===== src/rtl/seg_display_arbiter.sv =====
// Round-robin shares a 4-digit 7-seg display among NUM_REQ signed 8-bit sources; grant->digits in 9 clocks.
// No backpressure: REQ is a level, sampled only in IDLE; a granted value always dwells HOLD_CYCLES clocks.
module seg_display_arbiter #(
    parameter int NUM_REQ     = 2,
    parameter int HOLD_CYCLES = 100_000_000,
    parameter int SCAN_BITS   = 20
) (
    input  logic                   CLK100MHZ,
    input  logic                   RST,
    input  logic [NUM_REQ-1:0]     REQ,
    input  logic [8*NUM_REQ-1:0]   VAL,
    output logic [NUM_REQ-1:0]     GNT,
    output logic                   BUSY,
    output logic [3:0]             AN,
    output logic [6:0]             SEG
);
    localparam int IW = (NUM_REQ > 2) ? 2 : 1;
    localparam int DW = $clog2(HOLD_CYCLES + 1);

    typedef enum logic [1:0] {IDLE, LOAD, CONV, SHOW} state_t;
    state_t state, next_state;

    logic [IW-1:0]        rr_ptr, gnt_idx, pick_idx;
    logic                 pick_vld;
    logic                 sign;
    logic [7:0]           mag, sel_val;
    logic [1:0]           bcd_h, h_n;
    logic [3:0]           bcd_t, bcd_o, t_adj, o_adj, t_n, o_n;
    logic [2:0]           bit_cnt;
    logic [DW-1:0]        dwell;
    logic                 dwell_done;
    logic                 disp_sign, valid;
    logic [3:0]           disp_h, disp_t, disp_o;
    logic [SCAN_BITS-1:0] refresh;
    logic                 grant_en, load_en, conv_en, conv_last, release_en;

    // First set REQ at or after rr_ptr; scanning downward lets the nearest one win.
    always_comb begin
        int idx;
        pick_vld = 1'b0;
        pick_idx = '0;
        idx      = 0;
        for (int k = NUM_REQ - 1; k >= 0; k--) begin
            idx = (int'(rr_ptr) + k) % NUM_REQ;
            if (REQ[idx[IW-1:0]]) begin
                pick_vld = 1'b1;
                pick_idx = idx[IW-1:0];
            end
        end
    end

    assign sel_val    = VAL[{gnt_idx, 3'b000} +: 8];
    assign dwell_done = (dwell == DW'(HOLD_CYCLES - 1));

    always_ff @(posedge CLK100MHZ) begin
        if (RST) state <= IDLE;
        else     state <= next_state;
    end

    always_comb begin
        next_state = state;
        case (state)
            IDLE:    if (pick_vld) next_state = LOAD;
            LOAD:    next_state = CONV;
            CONV:    if (bit_cnt == 3'd7) next_state = SHOW;
            SHOW:    if (dwell_done) next_state = IDLE;
            default: next_state = IDLE;
        endcase
    end

    always_comb begin
        grant_en   = (state == IDLE) && pick_vld;
        load_en    = (state == LOAD);
        conv_en    = (state == CONV);
        conv_last  = conv_en && (bit_cnt == 3'd7);
        release_en = (state == SHOW) && dwell_done;
    end

    // One double-dabble step: correct nibbles >= 5, then shift mag's MSB in.
    always_comb begin
        o_adj = (bcd_o >= 4'd5) ? bcd_o + 4'd3 : bcd_o;
        t_adj = (bcd_t >= 4'd5) ? bcd_t + 4'd3 : bcd_t;
        h_n   = {bcd_h[0], t_adj[3]};
        t_n   = {t_adj[2:0], o_adj[3]};
        o_n   = {o_adj[2:0], mag[7]};
    end

    always_ff @(posedge CLK100MHZ) begin
        if (RST) begin
            GNT <= '0;  BUSY <= 1'b0;  rr_ptr <= '0;  gnt_idx <= '0;
            sign <= 1'b0;  mag <= '0;  bcd_h <= '0;  bcd_t <= '0;  bcd_o <= '0;
            bit_cnt <= '0;  dwell <= '0;  refresh <= '0;  valid <= 1'b0;
            disp_sign <= 1'b0;  disp_h <= '0;  disp_t <= '0;  disp_o <= '0;
        end else begin
            refresh <= refresh + 1'b1;
            BUSY    <= (next_state != IDLE);
            if (grant_en) begin
                GNT     <= {{(NUM_REQ-1){1'b0}}, 1'b1} << pick_idx;
                gnt_idx <= pick_idx;
            end
            if (load_en) begin
                sign    <= sel_val[7];
                mag     <= sel_val[7] ? (8'd0 - sel_val) : sel_val;
                bcd_h   <= '0;
                bcd_t   <= '0;
                bcd_o   <= '0;
                bit_cnt <= '0;
                dwell   <= '0;
            end
            if (conv_en) begin
                bcd_h   <= h_n;
                bcd_t   <= t_n;
                bcd_o   <= o_n;
                mag     <= {mag[6:0], 1'b0};
                bit_cnt <= bit_cnt + 3'd1;
            end
            if (conv_last) begin
                disp_sign <= sign;
                disp_h    <= {2'b00, h_n};
                disp_t    <= t_n;
                disp_o    <= o_n;
                valid     <= 1'b1;
            end
            if (state == SHOW) dwell <= dwell + 1'b1;
            if (release_en) begin
                GNT    <= '0;
                rr_ptr <= (gnt_idx == IW'(NUM_REQ - 1)) ? '0 : gnt_idx + 1'b1;
            end
        end
    end

    function automatic logic [6:0] seg_code(input logic [3:0] d);
        case (d)
            4'd0: return 7'b0000001;
            4'd1: return 7'b1001111;
            4'd2: return 7'b0010010;
            4'd3: return 7'b0000110;
            4'd4: return 7'b1001100;
            4'd5: return 7'b0100100;
            4'd6: return 7'b0100000;
            4'd7: return 7'b0001111;
            4'd8: return 7'b0000000;
            4'd9: return 7'b0000100;
            default: return 7'b0000001;
        endcase
    endfunction

    always_comb begin
        logic [1:0] sel;
        logic [3:0] nib;
        sel = refresh[SCAN_BITS-1 -: 2];
        AN  = 4'b1111;
        nib = 4'd0;
        case (sel)
            2'd0: AN = 4'b0111;
            2'd1: begin AN = 4'b1011; nib = disp_h; end
            2'd2: begin AN = 4'b1101; nib = disp_t; end
            default: begin AN = 4'b1110; nib = disp_o; end
        endcase
        if (!valid)          SEG = 7'b1111111;
        else if (sel == 2'd0) SEG = disp_sign ? 7'b1111110 : 7'b1111111;
        else                 SEG = seg_code(nib);
    end
endmodule


===== config.mk =====
export PLATFORM = sky130hd
export DESIGN_NAME = seg_display_arbiter
export DESIGN_NICKNAME = d
export VERILOG_FILES = /design/src/rtl/seg_display_arbiter.sv
export SDC_FILE = /design/constraint.sdc
export NUM_CORES = 1
export LEC_CHECK = 0
export BUFFER_PORTS_ARGS = -buffer_cell sky130_fd_sc_hd__buf_4
export CAP_MARGIN = 30
export CELL_PAD_IN_SITES_DETAIL_PLACEMENT = 0
export CELL_PAD_IN_SITES_GLOBAL_PLACEMENT = 1
export CORE_UTILIZATION = 45
export DETAILED_ROUTE_END_ITERATION = 7
export PLACE_DENSITY_LB_ADDON = 0.1
export SLEW_MARGIN = 20
export SYNTH_ARGS = -nofsm -noshare
export SYNTH_HDL_FRONTEND = slang
export SYNTH_SLANG_ARGS = --single-unit

===== constraint.sdc =====
create_clock -name CLK100MHZ -period 2.86 [get_ports CLK100MHZ]
set_clock_uncertainty 0.1 [all_clocks]
set_input_delay 0 -clock CLK100MHZ [delete_from_list [all_inputs] [get_ports CLK100MHZ]]
set_output_delay 0 -clock CLK100MHZ [all_outputs]
set_load 0.005 [all_outputs]

# Word-level counts from Yosys, hierarchy flattened
# Memories as Yosys holds them, arrays and structs flattened.
# Cells that the tools add are included.
word_totals:
  mem_count: 1
  inputBits: 20
  word_cells: 83
  reg_bits: 87
  romBits: 112
memory_table:
  columns: ["name", "words", "width", "rd", "rd_clocked_by_memory_dff", "write_ports", "line", "rtl"]
  rows:
  - ["(no name shown)", 16, 7, 1, 0, 0, "133", "case (d)"]
classes:
  n_mux: 32
  add_sub_neg: 8
  eq_ne: 7
  order_cmp: 4
  n_reduce_logical: 10
  shifts: 2
op_table:
  columns: ["op", "count"]
  rows:
  - ["$mux 27", 2]
  - ["$add 27x1->27 const B", 1]
  - ["$eq 27x27->1 const B", 1]
  - ["$mux 8", 3]
  - ["$pmux 4 s3", 2]
  - ["$add 20x1->20 const B", 1]
  - ["$mux 4", 5]
  - ["$shiftx 16x5->8", 1]
  - ["$mux 7", 2]
  - ["$mux 1", 12]
  - ["$add 4x2->4 const B", 2]
  - ["$ge 4x3->1 const B", 2]
  - ["$pmux 2 s4", 1]
  - ["$sub 1x8->8 const A", 1]
  - ["$eq 2x2->1 const B", 3]
  - ["$mux 2", 3]
  - ["$mux 3", 2]
  - ["$reduce_bool 2->1", 3]
  - ["$eq 2x1->1 const B", 2]
  - ["$logic_not 2->1", 2]
  - ["$lt 1x2->1 const B", 2]
  - ["$reduce_or 2->1", 2]
  - ["$add 3x1->3 const B", 1]
  - ["$eq 3x3->1 const B", 1]
  - ["other kinds (3)", 6]

# Logic depth before layout (Yosys ltp)
depth:
  ltp_word: 8
  ltp_mapped: 8
  mapped_depth_nobuf: 7

# Worst setup path after synthesis
# No wires, ideal clock.
synth_path:
  kind: "reg2reg"
  startpoint: "reg dwell[4]"
  endpoint: "reg dwell[23]"
  slack_ns: 0.837
  arrival_ns: 1.802
  path_buffers: 0
  required_ns: 2.639
  stages_incl_launch_ff: 6
  path_cell_list: "dfxtp_1 > and4_4 > nand3_2 > or3_4 > or3_1 > mux2_4"
synth_via:
  elab_chain_cells: 2
synth_lines:
  columns: ["element", "line", "rtl"]
  rows:
  - ["start: declaration", "30", "logic [DW-1:0] dwell;"]
  - ["start signal: assignment", "124", "if (state == SHOW) dwell <= dwell + 1'b1;"]
  - ["$add 27x1->27", "124", null]
  - ["$mux 27", "124", null]
# No other way between the ends.
# A chain may end at the register's enable or synchronous reset.

# Worst setup path after layout
layout_path:
  startpoint: "reg refresh[18]"
  endpoint: "out SEG[0]"
layout_via:
  elab_chain_cells: 5
  word_cells_on_any_way: 7
layout_lines:
  columns: ["element", "line", "rtl"]
  rows:
  - ["start: declaration", "34", "logic [SCAN_BITS-1:0] refresh;"]
  - ["start signal: assignment", "95", "refresh <= refresh + 1'b1;"]
  - ["$eq 2x2->1 (tied with other cells)", "154", "case (sel)"]
  - ["$pmux 4 s3", "154", null]
  - ["$mem_v2 16x7", null, null]
  - ["$mux 7 (*)", "161", "else if (sel == 2'd0) SEG = disp_sign ? 7'b1111110 : 7'b1111111;"]
  - ["$mux 7 (*)", "160", "if (!valid) SEG = 7'b1111111;"]
  - ["end: declaration", "15", "output logic [6:0] SEG"]
# Mark *: on every way between the ends. The rest lies on a longest branch, timed or not.

==> flow_summary_export.csv <==
group,metric,value,unit
final_layout,drive_above_1_share,13.14,%
final_layout,layout_commonest_cell,"dfxtp_1",
detailed_routing,drtIter0Drc,85,
timing,finalCritPeriodShare,90.43,%
global_routing,grt_start_max_net_pins,77,
power,p_total,2759,µW
clock_network,hold_buffers,9,
detailed_routing,dr.pass1.iters,4,
critical_path,criticalPathCategory,"reg -> out",
final_layout,nets,619,
synthesis,synth_area_leaders,"dfxtp_1, nand2_1, ha_1, a21oi_1, nor2_1",
power,power_switching,843.8,µW
global_routing,antenna_found_initial,0,
critical_path,worstRegToRegCells,5,
synthesis,avgSynthCellArea,8.212,µm²
power,intPower,1915,µW
power,max-vdd-ir-drop,0.2511,mV
global_routing,grt_pass1_vias,3558,
final_layout,n_fill_cell,961,
run_status,status,"finished clean",
final_layout,seq_area,1742,µm²
clock_network,clkTransAtPathRegs,0.08,ns
synthesis,ys_seq_elements,87,
synthesis,synth_cells,547,
placed_design,dp_hpwl,6.856,mm
critical_path,cp-start-kind,"flip-flop",
critical_path,critPathArrivalTime,2.49,ns
synthesis,synthFlopType,"dfxtp_1",
timing,fmax,386.6,MHz
timing,fin_setup_tns,0,ns
power,pwr-share-clk,30.8,%
critical_path,setup.worst_path.end_class,"output pin",
final_layout,mostFrequentLayoutCells,"dfxtp_1, nand2_1, nor2_1",
timing,finalMaxSlewViolations,0,
critical_path,reg2reg_slack,0.44,ns
clock_network,postCtsSetupRepairBufs,0,
die,die_h,101.9,µm
clock_network,clk_latency,0.34,ns
synthesis,synthArstFlopShare,0,%
synthesis,yosysSeqAreaShare,38.77,%
placed_design,placedCellCount,694,
detailed_routing,via_per_inst,5.441,
job,max-cap-violations,0,
clock_network,post_cts_resized,0,
critical_path,cp.required,2.76,ns
detailed_routing,drc_errors,0,
clock_network,htree_levels,3,
final_layout,antenna-diode-count,0,
detailed_routing,wl,9.930,mm
synthesis,yosysWarnings,0,
final_layout,final_util,52.74,%
placed_design,post-place-ws,0.6310,ns
final_layout,layout.cells.non_filler,719,
critical_path,reg2reg_from,"gnt_idx",
die,core,9729,µm²
power,p_sw_share,30.58,%
synthesis,synth_top_cell_area_share,38.77,%
timing,setup_viol,0,
clock_network,clock_path_buffers,2,
power,powerDensity,537.7,nW/µm²
timing,rsz0062_at_grt,"false",
timing,setup_ws,0.2736,ns
timing,max-slew-margin-rel,45.02,%
detailed_routing,ant_nets,0,
synthesis,netlist_area,4492,µm²
die,num_io_pins,34,
timing,worstMarginPinSlew,0.8247,ns
worst_hold_path,hp-start,"VAL[0]",
critical_path,reg2reg_to,"mag[7]",
timing,hold_violations,0,
synthesis,synth_enable_flop_cells,0,
detailed_routing,vias,3912,
clock_network,cts-root-buf,"clkbuf_8",
clock_network,clock_sinks,87,
die,num_rows,36,
die,dieArea,10390,µm²
global_routing,gr-usage-all-layers,19.76,%
placed_design,portBuffers,33,
worst_hold_path,min_path_type,"in -> reg",
detailed_routing,wire_per_inst,13.81,µm
synthesis,synth_top_area_cell,"dfxtp_1",
timing,min_period,2.586,ns
power,pwr-share-comb,21.6,%
clock_network,cts_tree,"built",
power,power_frac_seq,47.6,%
global_routing,grt_pass1_wl,16.37,mm
placed_design,gp_congestion,0.7972,
synthesis,mappedNetlistNets,585,
die,die_x,101.9,µm
global_routing,grt_overflow_total,0,
final_layout,area.growth.synth_to_final,14.23,%
die,initial_utilization,46.17,%
final_layout,multi_input_area,2577,µm²
power,total_leakage_power,0.001864,µW
worst_hold_path,min_path_cells,3,
critical_path,worstPathMaxFanout,10,
synthesis,synthDistinctLibCells,55,
worst_hold_path,min_to,"mag[0]",
clock_network,cts-buffers-inserted,9,
[state kept, by name, summed over array words and instances (netlist names)]
name,count
disp_sign,1
rr_ptr,1
bcd_o,4
bit_cnt,3
sign,1
gnt_idx,1
disp_h,2
disp_t,4
mag,8
dwell,27
BUSY,1
refresh,20
disp_o,4
GNT,2
bcd_h,1
state,2
valid,1
bcd_t,4
[cell families after synthesis]
kind of cell	count (synthesis)	share of synthesized area (%)
buffers and inverters	43	3.844
flip-flops	87	38.77
XOR/XNOR	23	4.485
AND/OR/NAND/NOR	237	26.63
AO/OA/AOI/OAI	118	16.21
adder cells (fa/ha/maj)	18	5.014
multiplexers	21	5.042
[layout make-up]
cell class | instances | area share [%]
clock buffer | 13 | 2.902
clock inverter | 3 | 0.8291
inverter | 17 | 1.244
multi-input combinational | 417 | 50.23
sequential | 87 | 33.94
tap | 133 | 3.243
timing repair buffer | 49 | 7.608
[through the flow]
step	hold WS, ns	area, µm²
2_1_floorplan	0.1108	4492
3_3_place_gp	0.2650	4850
3_5_place_dp	0.2606	4850
4_1_cts	0.0008824	5131
5_1_grt	0.01722	5131
6_report	0.01114	5131
[worst max-delay path: stages (launching register included)]
cell and delay (ns):
dfxtp_1 0.54, mux2_2 0.38, a22oi_1 0.35, inv_1 0.12
ha_1 0.21, a21o_1 0.15, a21oi_1 0.11, o221ai_1 0.13
buf_4 0.15
[cells in the mapped netlist (7+ instances only)]
library cell	n
nor2_1	53
clkbuf_1	23
ha_1	18
nand4_1	22
and2_1	10
dfxtp_1	87
a22oi_1	8
a21oi_1	43
xnor2_1	11
nand2_1	71
nor3b_1	7
inv_1	16
and3_1	12
o21ai_0	24
mux2_2	9
nor3_1	10
xor2_1	12
mux2i_1	11
nand3_1	16
or3_1	8
o31ai_1	12
[routing by layer]
layer,vias to the layer above,part of all wire [%],global-route usage [%],routed length (µm)
met5,-,0,0,0
met4,0,1.2,6.484,121
met3,11,4.2,3.010,419
met2,61,46,33.06,4521
met1,1810,49,26.16,4868
li1,2030,-,-,-
[power by group through the flow]
stage               combinational (µW)  sequential (µW)  clock (µW)
floorplan                          404             1320           0
global placement                   576             1340           0
detailed placement                 581             1340           0
CTS                                600             1310         882
global route                       670             1320         919
finish                             595             1310         850
[how the worst max path moves through the flow]
stage	startpoint	slack, ns	cells after the start	to
2_1_floorplan	dwell[4]	0.84	5	dwell[23]
3_3_place_gp	refresh[18]	0.70	8	SEG[0]
3_5_place_dp	refresh[18]	0.63	8	SEG[0]
4_1_cts	refresh[18]	0.24	8	SEG[0]
5_1_grt	refresh[18]	0.03	8	SEG[0]
6_report	refresh[18]	0.27	8	SEG[0]
No activity file was read; power rests on OpenSTA's default activity.
